$ cat src/rtl/nrdiv_seq_if.sv
// nrdiv_seq_if: handshake and data bundle for the nrdiv_seq divider.
//   master : issue side (drives operands and out_ready, observes results)
//   slave  : divider side
// Signals:
//   in_valid/in_ready    operand handshake
//   dividend/divisor     W-bit unsigned operands
//   out_valid/out_ready  result handshake
//   quotient/remainder   W-bit unsigned results
//   div_zero             divisor was zero for the presented result
//   busy                 divider is iterating (RUN or FIX)
interface nrdiv_seq_if #(
   parameter int unsigned W = 80
);
   logic         in_valid;
   logic         in_ready;
   logic [W-1:0] dividend;
   logic [W-1:0] divisor;
   logic         out_valid;
   logic         out_ready;
   logic [W-1:0] quotient;
   logic [W-1:0] remainder;
   logic         div_zero;
   logic         busy;

   modport master (
      output in_valid, dividend, divisor, out_ready,
      input  in_ready, out_valid, quotient, remainder, div_zero, busy
   );

   modport slave (
      input  in_valid, dividend, divisor, out_ready,
      output in_ready, out_valid, quotient, remainder, div_zero, busy
   );
endinterface

$ cat src/rtl/nrdiv_seq.sv
// nrdiv_seq: sequential unsigned non-restoring divider, one operation in flight.
// The sign of the previous partial remainder selects add or subtract each
// iteration; W iterations, then one remainder-correction cycle.
// Ports:
//   clk    rising-edge clock
//   rst_n  asynchronous active-low reset
//   bus    nrdiv_seq_if.slave (operand/result handshakes, div_zero, busy)
// Parameters:
//   W   operand/result width (W >= 2)
//   CW  iteration counter width (2**CW > W)
// Optional build macro NRDIV_ZERO_BYPASS_EN: a zero divisor skips the
// iterations and presents {all ones, dividend} one edge after capture.
module nrdiv_seq #(
   parameter int unsigned W  = 80,
   parameter int unsigned CW = 7
) (
   input logic        clk,
   input logic        rst_n,
   nrdiv_seq_if.slave bus
);

   typedef enum logic [1:0] {IDLE, RUN, FIX, DONE} state_t;

   state_t          state, state_nx;
   logic [W:0]      r, r_nx;        // signed partial remainder
   logic [W-1:0]    q, q_nx;
   logic [W-1:0]    d, d_nx;
   logic [CW-1:0]   cnt, cnt_nx;
   logic [W-1:0]    quo, quo_nx;
   logic [W-1:0]    rem, rem_nx;
   logic            dz, dz_nx;

   logic [W:0]      r_sh;
   logic [W:0]      r_it;
   logic [W:0]      r_fix;

   always_ff @(posedge clk or negedge rst_n) begin
      if (!rst_n) begin
         state <= IDLE;
         r     <= '0;
         q     <= '0;
         d     <= '0;
         cnt   <= '0;
         quo   <= '0;
         rem   <= '0;
         dz    <= 1'b0;
      end else begin
         state <= state_nx;
         r     <= r_nx;
         q     <= q_nx;
         d     <= d_nx;
         cnt   <= cnt_nx;
         quo   <= quo_nx;
         rem   <= rem_nx;
         dz    <= dz_nx;
      end
   end

   always_comb begin
      state_nx = state;
      r_nx     = r;
      q_nx     = q;
      d_nx     = d;
      cnt_nx   = cnt;
      quo_nx   = quo;
      rem_nx   = rem;
      dz_nx    = dz;

      // shift {R,Q} left, then subtract D when R was non-negative, else add
      r_sh  = {r[W-1:0], q[W-1]};
      r_it  = r[W] ? (r_sh + {1'b0, d}) : (r_sh - {1'b0, d});
      r_fix = r[W] ? (r + {1'b0, d}) : r;

      unique case (state)
         IDLE: begin
            if (bus.in_valid) begin
               d_nx     = bus.divisor;
               q_nx     = bus.dividend;
               r_nx     = '0;
               cnt_nx   = '0;
               dz_nx    = (bus.divisor == '0);
               state_nx = RUN;
`ifdef NRDIV_ZERO_BYPASS_EN
               // Preload the final iteration state so FIX emits
               // {all ones, dividend} on the very next edge.
               if (bus.divisor == '0) begin
                  q_nx     = '1;
                  r_nx     = {1'b0, bus.dividend};
                  state_nx = FIX;
               end
`endif
            end
         end
         RUN: begin
            r_nx   = r_it;
            q_nx   = {q[W-2:0], ~r_it[W]};
            cnt_nx = cnt + 1'b1;
            if (cnt == CW'(W - 1)) begin
               state_nx = FIX;
            end
         end
         FIX: begin
            r_nx     = r_fix;
            quo_nx   = q;
            rem_nx   = r_fix[W-1:0];
            state_nx = DONE;
         end
         DONE: begin
            if (bus.out_ready) begin
               state_nx = IDLE;
            end
         end
         default: state_nx = IDLE;
      endcase
   end

   assign bus.in_ready  = (state == IDLE);
   assign bus.out_valid = (state == DONE);
   assign bus.busy      = (state == RUN) || (state == FIX);
   assign bus.quotient  = quo;
   assign bus.remainder = rem;
   assign bus.div_zero  = dz;

endmodule

$ cat src/flat_wrapper.sv
// flat-port wrapper written by rule: the top's interface ports become plain ports
module nrdiv_seq_flat 
#(
   parameter int unsigned W  = 80,
   parameter int unsigned CW = 7
)
  (clk, rst_n, bus_in_valid, bus_dividend, bus_divisor, bus_out_ready, bus_in_ready, bus_out_valid, bus_quotient, bus_remainder, bus_div_zero, bus_busy);
  nrdiv_seq_if #(.W(W)) bus_i ();
  input logic clk;
  input logic rst_n;
  input wire logic [$bits(bus_i.in_valid)-1:0] bus_in_valid;
  input wire logic [$bits(bus_i.dividend)-1:0] bus_dividend;
  input wire logic [$bits(bus_i.divisor)-1:0] bus_divisor;
  input wire logic [$bits(bus_i.out_ready)-1:0] bus_out_ready;
  output wire logic [$bits(bus_i.in_ready)-1:0] bus_in_ready;
  output wire logic [$bits(bus_i.out_valid)-1:0] bus_out_valid;
  output wire logic [$bits(bus_i.quotient)-1:0] bus_quotient;
  output wire logic [$bits(bus_i.remainder)-1:0] bus_remainder;
  output wire logic [$bits(bus_i.div_zero)-1:0] bus_div_zero;
  output wire logic [$bits(bus_i.busy)-1:0] bus_busy;
  assign bus_i.in_valid = bus_in_valid;
  assign bus_i.dividend = bus_dividend;
  assign bus_i.divisor = bus_divisor;
  assign bus_i.out_ready = bus_out_ready;
  assign bus_in_ready = bus_i.in_ready;
  assign bus_out_valid = bus_i.out_valid;
  assign bus_quotient = bus_i.quotient;
  assign bus_remainder = bus_i.remainder;
  assign bus_div_zero = bus_i.div_zero;
  assign bus_busy = bus_i.busy;
  nrdiv_seq #(.W(W), .CW(CW)) u_core (.clk(clk), .rst_n(rst_n), .bus(bus_i));
endmodule
$ cat config.mk
export PLATFORM = sky130hd
export DESIGN_NAME = nrdiv_seq_flat
export DESIGN_NICKNAME = d
export VERILOG_FILES = /design/src/rtl/nrdiv_seq_if.sv /design/src/rtl/nrdiv_seq.sv /design/src/flat_wrapper.sv
export SDC_FILE = /design/constraint.sdc
export NUM_CORES = 1
export LEC_CHECK = 0
export BUFFER_PORTS_ARGS = -buffer_cell sky130_fd_sc_hd__clkbuf_2
export CORE_MARGIN = 4
export CORE_UTILIZATION = 60
export DETAILED_ROUTE_END_ITERATION = 12
export GPL_ROUTABILITY_DRIVEN = 0
export HOLD_SLACK_MARGIN = 0.05
export PLACE_DENSITY_LB_ADDON = 0.2
export SLEW_MARGIN = 5
export SYNTH_ARGS = -nofsm -noshare
export SYNTH_HDL_FRONTEND = slang
export SYNTH_SLANG_ARGS = --single-unit
$ cat constraint.sdc
create_clock -name clk -period 14.6 [get_ports clk]
set_input_delay 1.46 -clock clk [delete_from_list [all_inputs] [get_ports clk]]
set_output_delay 1.46 -clock clk [all_outputs]
set_load 0.005 [all_outputs]
Word-level counts from Yosys, hierarchy flattened
Index checks and enable logic that the tools add are counted.
W data, S select, Z words.
{"block": "op_classes", "n_mux": 12, "n_reduce_logical": 9, "n_mul": 0, "shift": 0, "div_mod_pow": 0, "eq_ne": 7, "n_addsub": 4, "order_cmp": 0, "bitwise": 1}
{"operator": "$mux W81", "count": 3}
{"operator": "$pmux W81 S3", "count": 1}
{"operator": "$add A81 B80 Y81", "count": 2}
{"operator": "$pmux W80 S2", "count": 1}
{"operator": "$sub A81 B80 Y81", "count": 1}
{"operator": "$logic_not A80 Y1", "count": 1}
{"operator": "$mux W80", "count": 1}
{"operator": "$pmux W7 S2", "count": 1}
{"operator": "$pmux W2 S4", "count": 1}
{"operator": "$add A7 B1 Y7 const B", "count": 1}
{"operator": "$eq A7 B7 Y1 const B", "count": 1}
{"operator": "$mux W7", "count": 1}
{"operator": "$mux W2", "count": 3}
{"operator": "$reduce_and A2 Y1", "count": 3}
{"operator": "$eq A2 B2 Y1 const B", "count": 2}
{"operator": "$ne A2 B2 Y1 const B", "count": 2}
{"operator": "$reduce_and A3 Y1", "count": 1}
{"operator": "$reduce_bool A3 Y1", "count": 1}
{"operator": "$eq A2 B1 Y1 const B", "count": 1}
{"operator": "$logic_not A2 Y1", "count": 1}
{"operator": "$ne A2 B1 Y1 const B", "count": 1}
{"operator": "$reduce_bool A2 Y1", "count": 1}
{"operator": "$logic_or A1 B1 Y1", "count": 1}
{"operator": "$not A1 Y1", "count": 1}
{"block": "totals", "regBits": 411, "mem_bits_rw": 0, "latch_bits": 0, "elab_cells": 41, "inputBits": 164, "output_inout_bits": 164, "mem_bits_ro": 0, "n_memories": 0}

Longest topological paths before layout
{"block": "logic_depth", "ltp_word": 4, "mapped_depth": 24, "mapped_depth_nobuf": 23}

Worst setup path before layout
OpenSTA, ideal clock, no wires.
{"block": "synth_path", "kind": "reg-to-reg", "startpoint": "register u_core.d[13]", "endpoint": "register u_core.r[78]", "n_path_buf": 2, "required_ns": 14.471, "path_stages_with_launch": 23, "setup_ns": 0.129, "t_arrival_ns": 5.023, "setup_slack_ns": 9.448, "period_less_slack_ns": 5.152, "cell_sequence": "dfrtp_1 or4_4 or3_4 nor3_4 and3_1 buf_4 nor4b_4 nand2_2 nor4_4 a21oi_1 xor2_1 ha_1 clkbuf_1 a21oi_1 o221ai_1 a21oi_1 o21bai_1 a21oi_1 a211oi_1 a221o_1 or4_1 a32oi_1 o21ai_1"}
{"block": "synth_via", "elab_chain_len": 3, "word_cells_on_any_way": 6}
{"item": "from (decl)", "line_no": "nrdiv_seq.sv:27", "source": "logic [W-1:0] d, d_nx;"}
{"item": "from (signal assigned)", "line_no": "nrdiv_seq.sv:51", "source": "d <= d_nx;"}
{"item": "$add A81 B80 Y81, or another cell as far along", "line_no": "nrdiv_seq.sv:72", "source": "r_fix = r[W] ? (r + {1'b0, d}) : r;"}
{"item": "$mux W81 (on tied branches)", "line_no": "nrdiv_seq.sv:72, nrdiv_seq.sv:71"}
{"item": "$pmux W81 S3 (*)", "line_no": "nrdiv_seq.sv:74", "source": "unique case (state)"}
{"item": "to (signal assigned)", "line_no": "nrdiv_seq.sv:49", "source": "r <= r_nx;"}
{"item": "to (decl)", "line_no": "nrdiv_seq.sv:25", "source": "logic [W:0] r, r_nx;"}
Every way passes the cells marked *; elsewhere a longest branch is shown, timed or not.
A chain may end at the register's enable or synchronous reset.

Worst setup path after layout
{"block": "layout_path", "startpoint": "register u_core.d[1]", "endpoint": "register u_core.r[80]"}
The elaborated chain is that of the path after synthesis.

==> flow_metrics.tcl <==
set metrics [dict create \
    drt_iter0_markers 3512 \
    grt_remaining_overflow 0 \
    setup_tns_ns 0 \
    grt_usage 0.367 \
    fmax_mhz 159 \
    path_buf_inv 1 \
    start_util 0.607 \
    cp.required_ns 15.10 \
    p_switching_w 0.000545 \
    cpPeakStageDelay_ns 0.64 \
    num-nets-final 3763 \
    synth_cell_types 84 \
    reg2reg_slack_ns 8.30 \
    clkTransAtPathRegs_ns 0.06 \
    criticalPathCategory "flop to flop" \
    grt_max_degree 87 \
    ys_warn_count 0 \
    vias_per_cell 6.70 \
    clk_path_buf_depth 3 \
    cts_tree "yes" \
    pre_cts_ws_ns 8.51 \
    clock_latency_ns 0.63 \
    status "completed" \
    skew_ns 0.0441 \
    vdd_drop_max_uv 103 \
    synth_top_area_frac 0.356 \
    ys_seq_area_frac 0.356 \
    design_area_sq_um 32500 \
    io_buffers 327 \
    layout-drive-gt1-share 0.183 \
    synth-async-reset-ratio 1.00 \
    hold_class "flop to flop" \
    max_cap_viol_count 0 \
    cts_sinks 411 \
    place_inst 3991 \
    max_slew.worst_pin.slew_ns 1.27 \
    critPathArrivalTime_ns 6.80 \
    grt_pass1_wl_um 149000 \
    drc 0 \
    detail-route-antenna-nets 0 \
    cts_hold_buf 0 \
    rsz0062_at_grt "no" \
    swShare 0.225 \
    antenna_found_initial 3 \
    grt_pass1_vias 26461 \
    place_hpwl_um 72400 \
    setup_slack_ns 8.30 \
    firstDrtPassIters 7 \
    pwr-share-seq 0.471 \
    io_pins 328 \
    power.total_w 0.00242 \
    fin_crit_sh 0.432 \
    numCtsBuffers 45 \
    synth_edf_count 0 \
    postCtsSetupBuffers 0 \
    ys.flop_type "dfrtp_1" \
    finalHoldViolCount 0 \
    cp_top_family "compound AO/OA/AOI/OAI gates" \
    crit_chain "inv_1 -> ha_1 -> nor2b_1 -> and4b_1 -> and2_1 -> nor2b_1 -> and2_1 -> nand3_1 -> nor3_1 -> nor2_1 -> xor2_1 -> ha_1 -> a21o_1 -> a21o_1 -> a221oi_1 -> o21ai_0 -> a211oi_1 -> nor2_1 -> o311ai_0 -> a21oi_1 -> mux2_2 -> o311ai_0 -> a221o_1" \
    synth_area_leaders "dfrtp_1 36%, ha_1 7.5%, mux2_2 7.0%, a21oi_1 5.3%, mux2i_1 4.6%" \
    dieWidth_um 228 \
    layout.cells.non_filler 4072 \
    dieArea_sq_um 51800 \
    num_rows 80 \
    place_area_sq_um 30900 \
    cp_slowest_cell "o311ai_0" \
    htreeDepth 2 \
    vias 27288 \
    endpoint_kind "flop" \
    routedWlPerCell_um 23.8 \
    max-slew-margin-rel 0.149 \
    share_comb_of_total_power 0.024 \
    internal-power_w 0.00187 \
    fin_crit_ns 6.30 \
    p_clk_frac 0.505 \
    start_kind "flop" \
    dieHeight_um 228 \
    netlist_instances 3198 \
    slew_viol_final 0 \
    core_sq_um 47600 \
    syn-cell-area_sq_um 28900 \
    ys_ff_latch 411 \
    cts-resized-gates 0 \
    cp_max_fo 7 \
    syn2layout_area_growth_pct 12.3 \
    routed_wl_um 96800 \
    p_leak_nw 16.6 \
    yosys.area.top_type "dfrtp_1" \
    avgSynthCellArea_sq_um 9.04 \
    setup_violations 0 \
    cts-root-buf "clkbuf_16" \
    synth_fp_nets 3538 \
    powerDensity_nw_per_um2 74.5 \
]
## stage by stage
| stage | util | hold WS [ns] |
|---|---|---|
| after floorplan | - | 0.463 |
| after global placement | 0.649 | 0.461 |
| after detailed placement | 0.649 | 0.469 |
| after CTS | 0.682 | 0.488 |
| after global routing | 0.682 | 0.501 |
| final | 0.682 | 0.484 |
## registers in the layout (all words and copies together) (netlist names)
register and count:
u_core.bus.remainder 80, u_core.bus.quotient 80, u_core.r 81, u_core.cnt 7, u_core.q 80, u_core.state 2
u_core.d 80, u_core.bus.div_zero 1
## power groups by stage
stage | Combinational (W) | Sequential [W] | Clock [W]
floorplan | 0.00000187 | 0.00116 | 0
global placement | 0.0000577 | 0.00116 | 0
detailed placement | 0.0000589 | 0.00116 | 0
CTS | 0.0000592 | 0.00114 | 0.00123
global route | 0.0000645 | 0.00114 | 0.00128
finish | 0.0000579 | 0.00114 | 0.00122
## synth_stat cells (8+ instances only)
cell type	n
a22o_1	12
a21oi_1	304
o22ai_1	16
o221ai_1	12
o21ai_0	242
o21a_1	30
and3_1	21
nor3_1	48
nand3_1	52
nand4_1	60
a211oi_1	22
dfrtp_1	411
xnor2_1	103
xor2_1	122
inv_1	66
nand2b_1	21
clkbuf_1	162
ha_1	174
nand3b_1	8
o211ai_1	22
a21boi_0	13
o21bai_1	32
a31oi_1	43
nor2_1	229
mux2_2	179
mux2i_1	134
and2_1	17
nor4_1	33
a22oi_1	28
a221oi_1	10
a21o_1	112
a221o_1	14
nor2b_1	15
nand2_1	287
o31ai_1	11
or3_1	19
## cell type report
| cell class | count | area (sq um) |
|---|---|---|
| Clock inverter | 16 | 292 |
| Antenna cell | 1 | 2.50 |
| Tap cell | 615 | 769 |
| Inverter | 68 | 255 |
| Timing Repair Buffer | 352 | 1830 |
| Sequential cell | 411 | 10300 |
| Multi-Input combinational cell | 2545 | 17800 |
| Clock buffer | 64 | 1270 |
| Fill cell | 3746 | 15200 |
## layout by cell type, fill, tap and decap left out, types with 8 or more instances in the layout
master / count
dfrtp_1: 410
clkbuf_2: 326
a21oi_1: 304
nand2_1: 285
o21ai_0: 242
nor2_1: 228
mux2_2: 179
ha_1: 172
mux2i_1: 134
xor2_1: 122
a21o_1: 112
xnor2_1: 103
inv_1: 66
nand4_1: 60
nand3_1: 52
nor3_1: 48
clkbuf_16: 45
a31oi_1: 43
nor4_1: 32
o21bai_1: 32
o21a_1: 30
a22oi_1: 28
buf_4: 25
a211oi_1: 22
o211ai_1: 22
and3_1: 21
nand2b_1: 21
or3_1: 19
and2_1: 17
o22ai_1: 16
nor2b_1: 15
a221o_1: 14
a21boi_0: 13
o221ai_1: 12
a22o_1: 12
clkbuf_1: 12
o31ai_1: 11
a221oi_1: 10
nand3b_1: 8
## worst reg2reg max path, cell delays in order (launching register included)
cell,delay (ns)
dfrtp_1,0.47
inv_1,0.12
ha_1,0.22
nor2b_1,0.25
and4b_1,0.36
and2_1,0.22
nor2b_1,0.32
and2_1,0.29
nand3_1,0.11
nor3_1,0.43
nor2_1,0.11
xor2_1,0.20
ha_1,0.26
a21o_1,0.21
a21o_1,0.17
a221oi_1,0.34
o21ai_0,0.16
a211oi_1,0.28
nor2_1,0.10
o311ai_0,0.64
a21oi_1,0.17
mux2_2,0.25
o311ai_0,0.15
a221o_1,0.35
## layer usage
metal  share of wire  wire length, um  GRT usage  up-vias
met4           0.061             5940      0.181        6
met5         0.00049               47          0        -
li1                -                -          -    12162
met1            0.38            37000      0.476    13104
met3            0.12            12000      0.115      380
met2            0.43            41800      0.559     1636
## logic make-up after synthesis
family,share of synthesized area
AND/OR/NAND/NOR,0.141
adder cells (fa/ha/maj),0.0767
AO/OA/AOI/OAI,0.210
flip-flops,0.356
buffers and inverters,0.0320
XOR/XNOR,0.0682
multiplexers,0.116
## final timing paths
check	startpoint	end	cells after the start
max reg2reg	u_core.d[1]	u_core.r[80]	23
min in group asynchronous	rst_n	u_core.bus.remainder[23]	1
min reg2reg	u_core.bus.div_zero	u_core.bus.div_zero	2
max in group asynchronous	rst_n	u_core.q[16]	4
max	u_core.d[1]	u_core.r[80]	23
min	u_core.bus.div_zero	u_core.bus.div_zero	2
Note: power is estimated with default switching activity, not from simulation.
